$ cat src/rtl/bitblade_pkg.sv
// rtl/bitblade_pkg.sv - shared types, brick constants and shift helper for the BitBlade serial MAC
//   state_t      : FSM states of the serial MAC
//   BRICK_W      : width of one operand brick
//   BRICK_PROD_W : width of one signed brick product
//   brick_shift  : left shift applied to the product of brick pair (i, j)
package bitblade_pkg;

  typedef enum logic [1:0] {
    IDLE = 2'd0,
    RUN  = 2'd1,
    DONE = 2'd2
  } state_t;

  localparam int BRICK_W      = 2;
  localparam int BRICK_PROD_W = 6;

  // Brick i of a carries weight 2^(2i), brick j of b carries 2^(2j).
  function automatic int unsigned brick_shift(input int unsigned i, input int unsigned j);
    return BRICK_W * (i + j);
  endfunction

endpackage

$ cat src/rtl/bitblade_brick_mul_2x2.sv
// rtl/bitblade_brick_mul_2x2.sv - combinational 2x2 brick multiplier with per-operand sign flags
//   a, b     : 2-bit bricks
//   sign_a   : treat brick a as the signed top brick (bit 1 has negative weight)
//   sign_b   : same for brick b
//   prod     : 6-bit signed product of the 3-bit extended bricks
module bitblade_brick_mul_2x2
  import bitblade_pkg::*;
(
  input  logic [BRICK_W-1:0]             a,
  input  logic [BRICK_W-1:0]             b,
  input  logic                           sign_a,
  input  logic                           sign_b,
  output logic signed [BRICK_PROD_W-1:0] prod
);

  localparam int XW = BRICK_W + 1;

  logic [XW-1:0] ax;
  logic [XW-1:0] bx;

  assign ax = {sign_a & a[BRICK_W-1], a};
  assign bx = {sign_b & b[BRICK_W-1], b};

  // Baugh-Wooley partial products: the extension bit of each operand has
  // negative weight, so a partial product that involves exactly one
  // extension bit is subtracted; one with both (or neither) is added.
  // The true result fits in 6 signed bits, so modulo-64 arithmetic is exact.
  always_comb begin
    prod = '0;
    for (int i = 0; i < XW; i++) begin
      for (int j = 0; j < XW; j++) begin
        if (ax[i] & bx[j]) begin
          if ((i == XW - 1) != (j == XW - 1))
            prod = prod - (BRICK_PROD_W'(1) << (i + j));
          else
            prod = prod + (BRICK_PROD_W'(1) << (i + j));
        end
      end
    end
  end

endmodule

$ cat src/rtl/bitblade_serial_mac.sv
// rtl/bitblade_serial_mac.sv - brick-serial precision-scalable signed/unsigned multiply-accumulate
//   clk, rst           : clock, synchronous active-high reset
//   in_valid, in_ready : operand handshake
//   a, b               : operands, low 2*(prec+1) bits active
//   sign_i, sign_w     : a / b are two's-complement
//   prec_a, prec_b     : active bricks minus one
//   acc_clr            : zero acc at the handshake
//   acc                : two's-complement accumulator
//   out_valid          : one-cycle pulse when acc holds the finished product
//   busy               : brick pairs are being processed
module bitblade_serial_mac
  import bitblade_pkg::*;
#(
  parameter  int MAX_BITS = 8,
  parameter  int ACC_W    = 32,
  localparam int NBR      = MAX_BITS / 2,
  localparam int PREC_W   = (NBR > 1) ? $clog2(NBR) : 1
) (
  input  logic                clk,
  input  logic                rst,
  input  logic                in_valid,
  output logic                in_ready,
  input  logic [MAX_BITS-1:0] a,
  input  logic [MAX_BITS-1:0] b,
  input  logic                sign_i,
  input  logic                sign_w,
  input  logic [PREC_W-1:0]   prec_a,
  input  logic [PREC_W-1:0]   prec_b,
  input  logic                acc_clr,
  output logic [ACC_W-1:0]    acc,
  output logic                out_valid,
  output logic                busy
);

  localparam logic [PREC_W:0] LAST_IDX = (PREC_W + 1)'(NBR - 1);

  state_t                          state;
  logic [MAX_BITS-1:0]             a_reg;
  logic [MAX_BITS-1:0]             b_reg;
  logic                            sign_i_reg;
  logic                            sign_w_reg;
  logic [PREC_W-1:0]               na_m1;
  logic [PREC_W-1:0]               nb_m1;
  logic [PREC_W-1:0]               i_cnt;
  logic [PREC_W-1:0]               j_cnt;

  logic [PREC_W-1:0]               prec_a_cl;
  logic [PREC_W-1:0]               prec_b_cl;
  logic                            i_last;
  logic                            j_last;
  logic [BRICK_W-1:0]              a_brick;
  logic [BRICK_W-1:0]              b_brick;
  logic signed [BRICK_PROD_W-1:0]  brick_prod;
  logic [ACC_W-1:0]                prod_ext;
  logic [ACC_W-1:0]                addend;

  // Widen by one bit before comparing so the clamp stays meaningful when
  // NBR is not a power of two (and is simply never taken when it is).
  assign prec_a_cl = ({1'b0, prec_a} > LAST_IDX) ? LAST_IDX[PREC_W-1:0] : prec_a;
  assign prec_b_cl = ({1'b0, prec_b} > LAST_IDX) ? LAST_IDX[PREC_W-1:0] : prec_b;

  assign i_last  = (i_cnt == na_m1);
  assign j_last  = (j_cnt == nb_m1);

  // Bricks above the active width are never selected, so their bits are ignored.
  assign a_brick = a_reg[{i_cnt, 1'b0} +: BRICK_W];
  assign b_brick = b_reg[{j_cnt, 1'b0} +: BRICK_W];

  bitblade_brick_mul_2x2 u_brick_mul (
    .a      (a_brick),
    .b      (b_brick),
    .sign_a (sign_i_reg & i_last),
    .sign_b (sign_w_reg & j_last),
    .prod   (brick_prod)
  );

  assign prod_ext = {{(ACC_W - BRICK_PROD_W){brick_prod[BRICK_PROD_W-1]}}, brick_prod};
  assign addend   = prod_ext << brick_shift(32'(i_cnt), 32'(j_cnt));

  assign in_ready = (state != RUN);
  assign busy     = (state == RUN);

  always_ff @(posedge clk) begin
    if (rst) begin
      state      <= IDLE;
      acc        <= '0;
      out_valid  <= 1'b0;
      a_reg      <= '0;
      b_reg      <= '0;
      sign_i_reg <= 1'b0;
      sign_w_reg <= 1'b0;
      na_m1      <= '0;
      nb_m1      <= '0;
      i_cnt      <= '0;
      j_cnt      <= '0;
    end else begin
      out_valid <= 1'b0;
      case (state)
        IDLE, DONE: begin
          // DONE accepts too, so back-to-back ops lose no cycle.
          if (in_valid) begin
            a_reg      <= a;
            b_reg      <= b;
            sign_i_reg <= sign_i;
            sign_w_reg <= sign_w;
            na_m1      <= prec_a_cl;
            nb_m1      <= prec_b_cl;
            i_cnt      <= '0;
            j_cnt      <= '0;
            if (acc_clr)
              acc <= '0;
            state <= RUN;
          end else begin
            state <= IDLE;
          end
        end
        RUN: begin
          acc <= acc + addend;
          if (i_last) begin
            i_cnt <= '0;
            if (j_last) begin
              j_cnt     <= '0;
              out_valid <= 1'b1;
              state     <= DONE;
            end else begin
              j_cnt <= j_cnt + 1'b1;
            end
          end else begin
            i_cnt <= i_cnt + 1'b1;
          end
        end
        default: state <= IDLE;
      endcase
    end
  end

endmodule

$ cat config.mk
export PLATFORM = sky130hd
export DESIGN_NAME = bitblade_serial_mac
export DESIGN_NICKNAME = d
export VERILOG_FILES = /design/src/rtl/bitblade_pkg.sv /design/src/rtl/bitblade_brick_mul_2x2.sv /design/src/rtl/bitblade_serial_mac.sv
export SDC_FILE = /design/constraint.sdc
export NUM_CORES = 1
export LEC_CHECK = 0
export CELL_PAD_IN_SITES_DETAIL_PLACEMENT = 2
export CELL_PAD_IN_SITES_GLOBAL_PLACEMENT = 2
export CORE_MARGIN = 2
export CORE_UTILIZATION = 30
export DETAILED_ROUTE_END_ITERATION = 7
export PLACE_DENSITY_LB_ADDON = 0.1
export SETUP_SLACK_MARGIN = 0.05
export SLEW_MARGIN = 20
export SYNTH_ARGS = -nofsm -noshare
export SYNTH_HDL_FRONTEND = slang
export SYNTH_SLANG_ARGS = --single-unit
$ cat constraint.sdc
create_clock -name clk -period 7.2 [get_ports clk]
set_input_delay 1.44 -clock clk [delete_from_list [all_inputs] [get_ports clk]]
set_output_delay 1.44 -clock clk [all_outputs]
set_load 0.02 [all_outputs]
==> summary.md <==
| Metric | Value |
|---|---|
| Antenna viol nets, final | 0 |
| Critical path endpoint category | flip-flop |
| CTS tree | yes |
| Outcome | finished, final reports clean |
| Mapped Area | between 4000 and 5000 um2 |
| Setup slack, reg-to-reg | about 0.26 ns |
| Area Growth Syn to Fin | 39.9% |
| Cell Rows | 44 |
| Syn Inst Count | approximately 560 |
| Via density per instance | 5.43 |
| Share of layout cells above drive strength 1 | around 22% |
| Critical path launch point type | flip-flop |
| Fin crit share | 96.4% |
| Top-count cell post-synth | nand2_1 |
| Synth cell count leaders | nand2_1 (71), a21oi_1 (63), dfxtp_1 (61) |
| Die height | ~130 um |
| Post-route worst setup slack | 0.256 ns |
| Clock root cell | clkbuf_16 |
| Global-route wire length before repair | between 20 and 30 mm |
| Worst path bufs/invs | 3 |
| Final Slew Violations | 0 |
| Final core utilization | a little over two fifths |
| Final setup viols | 0 |
| Initial Util | 30.9% |
| Async set or reset register ratio after synthesis | 0% |
| Slew Limit Headroom | roughly 30% |
| Largest net degree at the start of global routing | 49 |
| I/O Pins | 61 |
| Clock latency on the worst-skew pair | between 0.3 and 0.4 ns |
| DRT iter0 DRCs | about 150 |
| Die Wd | approximately 130 um |
| Cts bufs inserted | 9 |
| Worst-path maximum fanout | 7 |
| Fmax achieved | 144 MHz |
| Hold Crit Class | flip-flop to flip-flop |
| Most used DFF post-synth | dfxtp_1 |
| DP HPWL | 11.7 mm |
| Max VDD drop | between 0.1 and 0.15 mV |
| Cell Pwr Density | about 150 nW/um2 |
| H-tree depth | 3 |
| CTS sink cnt | 61 |
| Post-synth EDFFs | 0 |
| Post-Synth Simple-Gate Area | 17.5% |
| Synth Area in XOR/XNOR | around 8.8% |
| Multiplexer share of the synthesized area | 2.71% |
| Final instance area | between 6000 and 7000 um2 |
| Synth Warn # | 0 |
| Avg WL per Cell | a little under 20 um |
| Placed cell area | 5570 um2 |
| Cts hold-fix bufs | 0 |
| CP arrival | just over 7 ns |
| Compound-gate portion of the synthesized area | 27.8% |
| Area of the multi-input gates | 3470 um2 |
| Post-synth net total | roughly 630 |
| Final worst clock skew | around 0.0095 ns |
| Tot GR Track Use | about a fifth |
| Max layer used | met4 |
| FF+latch area | between 1000 and 1500 um2 |
| Placed Cells | roughly 800 |
| Worst-path clk slew | about 0.060 ns |
| Largest cells by area after synthesis | dfxtp_1 (27%), ha_1 (11%), a21oi_1 (7.0%), nand2_1 (5.9%), xnor2_1 (4.6%) |
| Hold path cells | 2 |
| Sequential-to-total area share from yosys stat | between 20% and 30% |
| Detailed Routing Iterations Pass 1 | 4 |
| Nets | ~730 |
| Req. time, crit path | around 7.4 ns |
| Yosys cell types | 68 |
| Wirelength, routed | roughly 17 mm |
| Slew @ Worst Pin | ~1.0 ns |
| Met2 wire len | 8.76 mm |
| Reg-to-reg endpoint | acc[21] |
| Max cap viols | 0 |
| Most area-hungry cell type in the Yosys netlist | dfxtp_1 |
| Synthesized flop and latch total | 61 |
| Syn_area_per_cell | roughly 8.1 um2 |
| Initial antenna violation count | 0 |
| Met1 WL | just over 7 mm |
| Finished Layout Cells | 852 |
| Crit path time final | approximately 7 ns |
| CP Class | flip-flop to flip-flop |
| Core area | between 10,000 and 15,000 um2 |
| Max reg flops | 32 |
| Diodes inserted | 0 |
| Yosys top cell area share | between 20% and 30% |
| R2r startpoint | i_cnt[0] |
| Vias | roughly 4,600 |
| FF-to-FF path depth | 33 |
| Worst stage delay on the critical path | between 0.5 and 0.6 ns |
| Area share of fa/ha/maj cells after synthesis | around an eighth |
| Die area | ~16,000 um2 |
| Hold EP | b_reg[7] |
| Endpoints failing hold | 0 |
| Drt drc | 0 |
| CTS Buffer Depth | 2 |
| Leak | roughly 2.7 nW |
| Filler cells | 1,593 |
| Pre-CTS WS | -0.303 ns |
| Met3 wire len | 362 um |
| Placer's final routability congestion estimate | approximately 0.86 |
| Most common cell on crit path | ha_4 |
| Cell family with most CP delay | compound AO/OA/AOI/OAI gates |
| IO buf count | 60 |
| Slowest library cell on the worst path | mux4_2 |
| Largest family of logic cells by synthesized area | compound AO/OA/AOI/OAI gates |
| Hold Path Origin | b_reg[7] |
| Vias in the first global route | between 4,000 and 5,000 |
| Global route overflow | 0 |
## layout by cell type, fill, tap and decap left out, drive strengths merged, types with 21 or more instances in the layout
| master | synthesis | routed |
|---|---|---|
| a21o | 21 | 21 |
| a21oi | 63 | 63 |
| buf | 3 | 58 |
| clkdlybuf4s50 | 0 | 59 |
| dfxtp | 61 | 61 |
| ha | 41 | 41 |
| inv | 21 | 23 |
| nand2 | 72 | 72 |
| nor2 | 41 | 41 |
| o21ai | 34 | 34 |
| xnor2 | 26 | 26 |
## tightest hold or removal path: stages, from the launching register on
cell     delay (ns)
dfxtp_1        0.30
nand2_1        0.05
a21oi_1        0.05
## stage by stage
stage,TNS (ns),hold slack (ns),total power [mW]
2_1_floorplan,0,0.433,0.432
4_1_cts,0,0.457,0.940
3_3_place_gp,0,0.439,0.482
6_report,0,0.455,0.929
3_5_place_dp,-2.02,0.448,0.487
5_1_grt,-0.220,0.477,0.970
## kinds of logic (layout without fill, tap and decap cells)
logic type	after synthesis	count (layout)
flops	61	61
mux	7	7
xor+xnor	40	40
compound gates	195	195
fa+ha+maj	43	43
simple gates	168	168
buf+inv	45	154
## where the power goes
part / leakage, nW / total, mW / internal (mW) / switching (mW)
combinational: 2.07 / 0.132 / 0.0537 / 0.0781
clock: 0.143 / 0.442 / 0.256 / 0.187
sequential: 0.496 / 0.355 / 0.348 / 0.00712
total: 2.70 / 0.929 / 0.657 / 0.272
## per-layer routing
layer	vias up	GRT usage, %
li1	2245	-
met1	2293	24.1
met2	63	36.9
met3	23	3.75
met4	0	6.27
met5	-	0
## area by class of cell
type	instances	area share [%]
clock buffer	11	3.99
clock inverter	5	0.671
inverter	21	1.24
multi-input combinational	453	54.8
sequential	61	19.3
tap	184	3.63
timing repair buffer	117	16.4
## worst max-delay path by stage
stage               cells past startpoint      from  endpoint  slack, ns
detailed placement                     33  j_cnt[0]   acc[21]      -0.30
global placement                       33  j_cnt[0]   acc[21]       0.11
finish                                 33  i_cnt[0]   acc[21]       0.26
floorplan                              35  i_cnt[0]   acc[21]       0.16
global route                           34  i_cnt[0]   acc[21]      -0.06
CTS                                    33  j_cnt[0]   acc[21]       0.04
## timing repair
action / 4_1_cts / 5_1_grt
resized for setup: 25 / 54
endpoints found under the setup margin: 16 / 18
gates cloned: 0 / 0
pin swaps: 18 / 36
setup buffers: 8 / 8
Power figures use the tool's default switching activity.
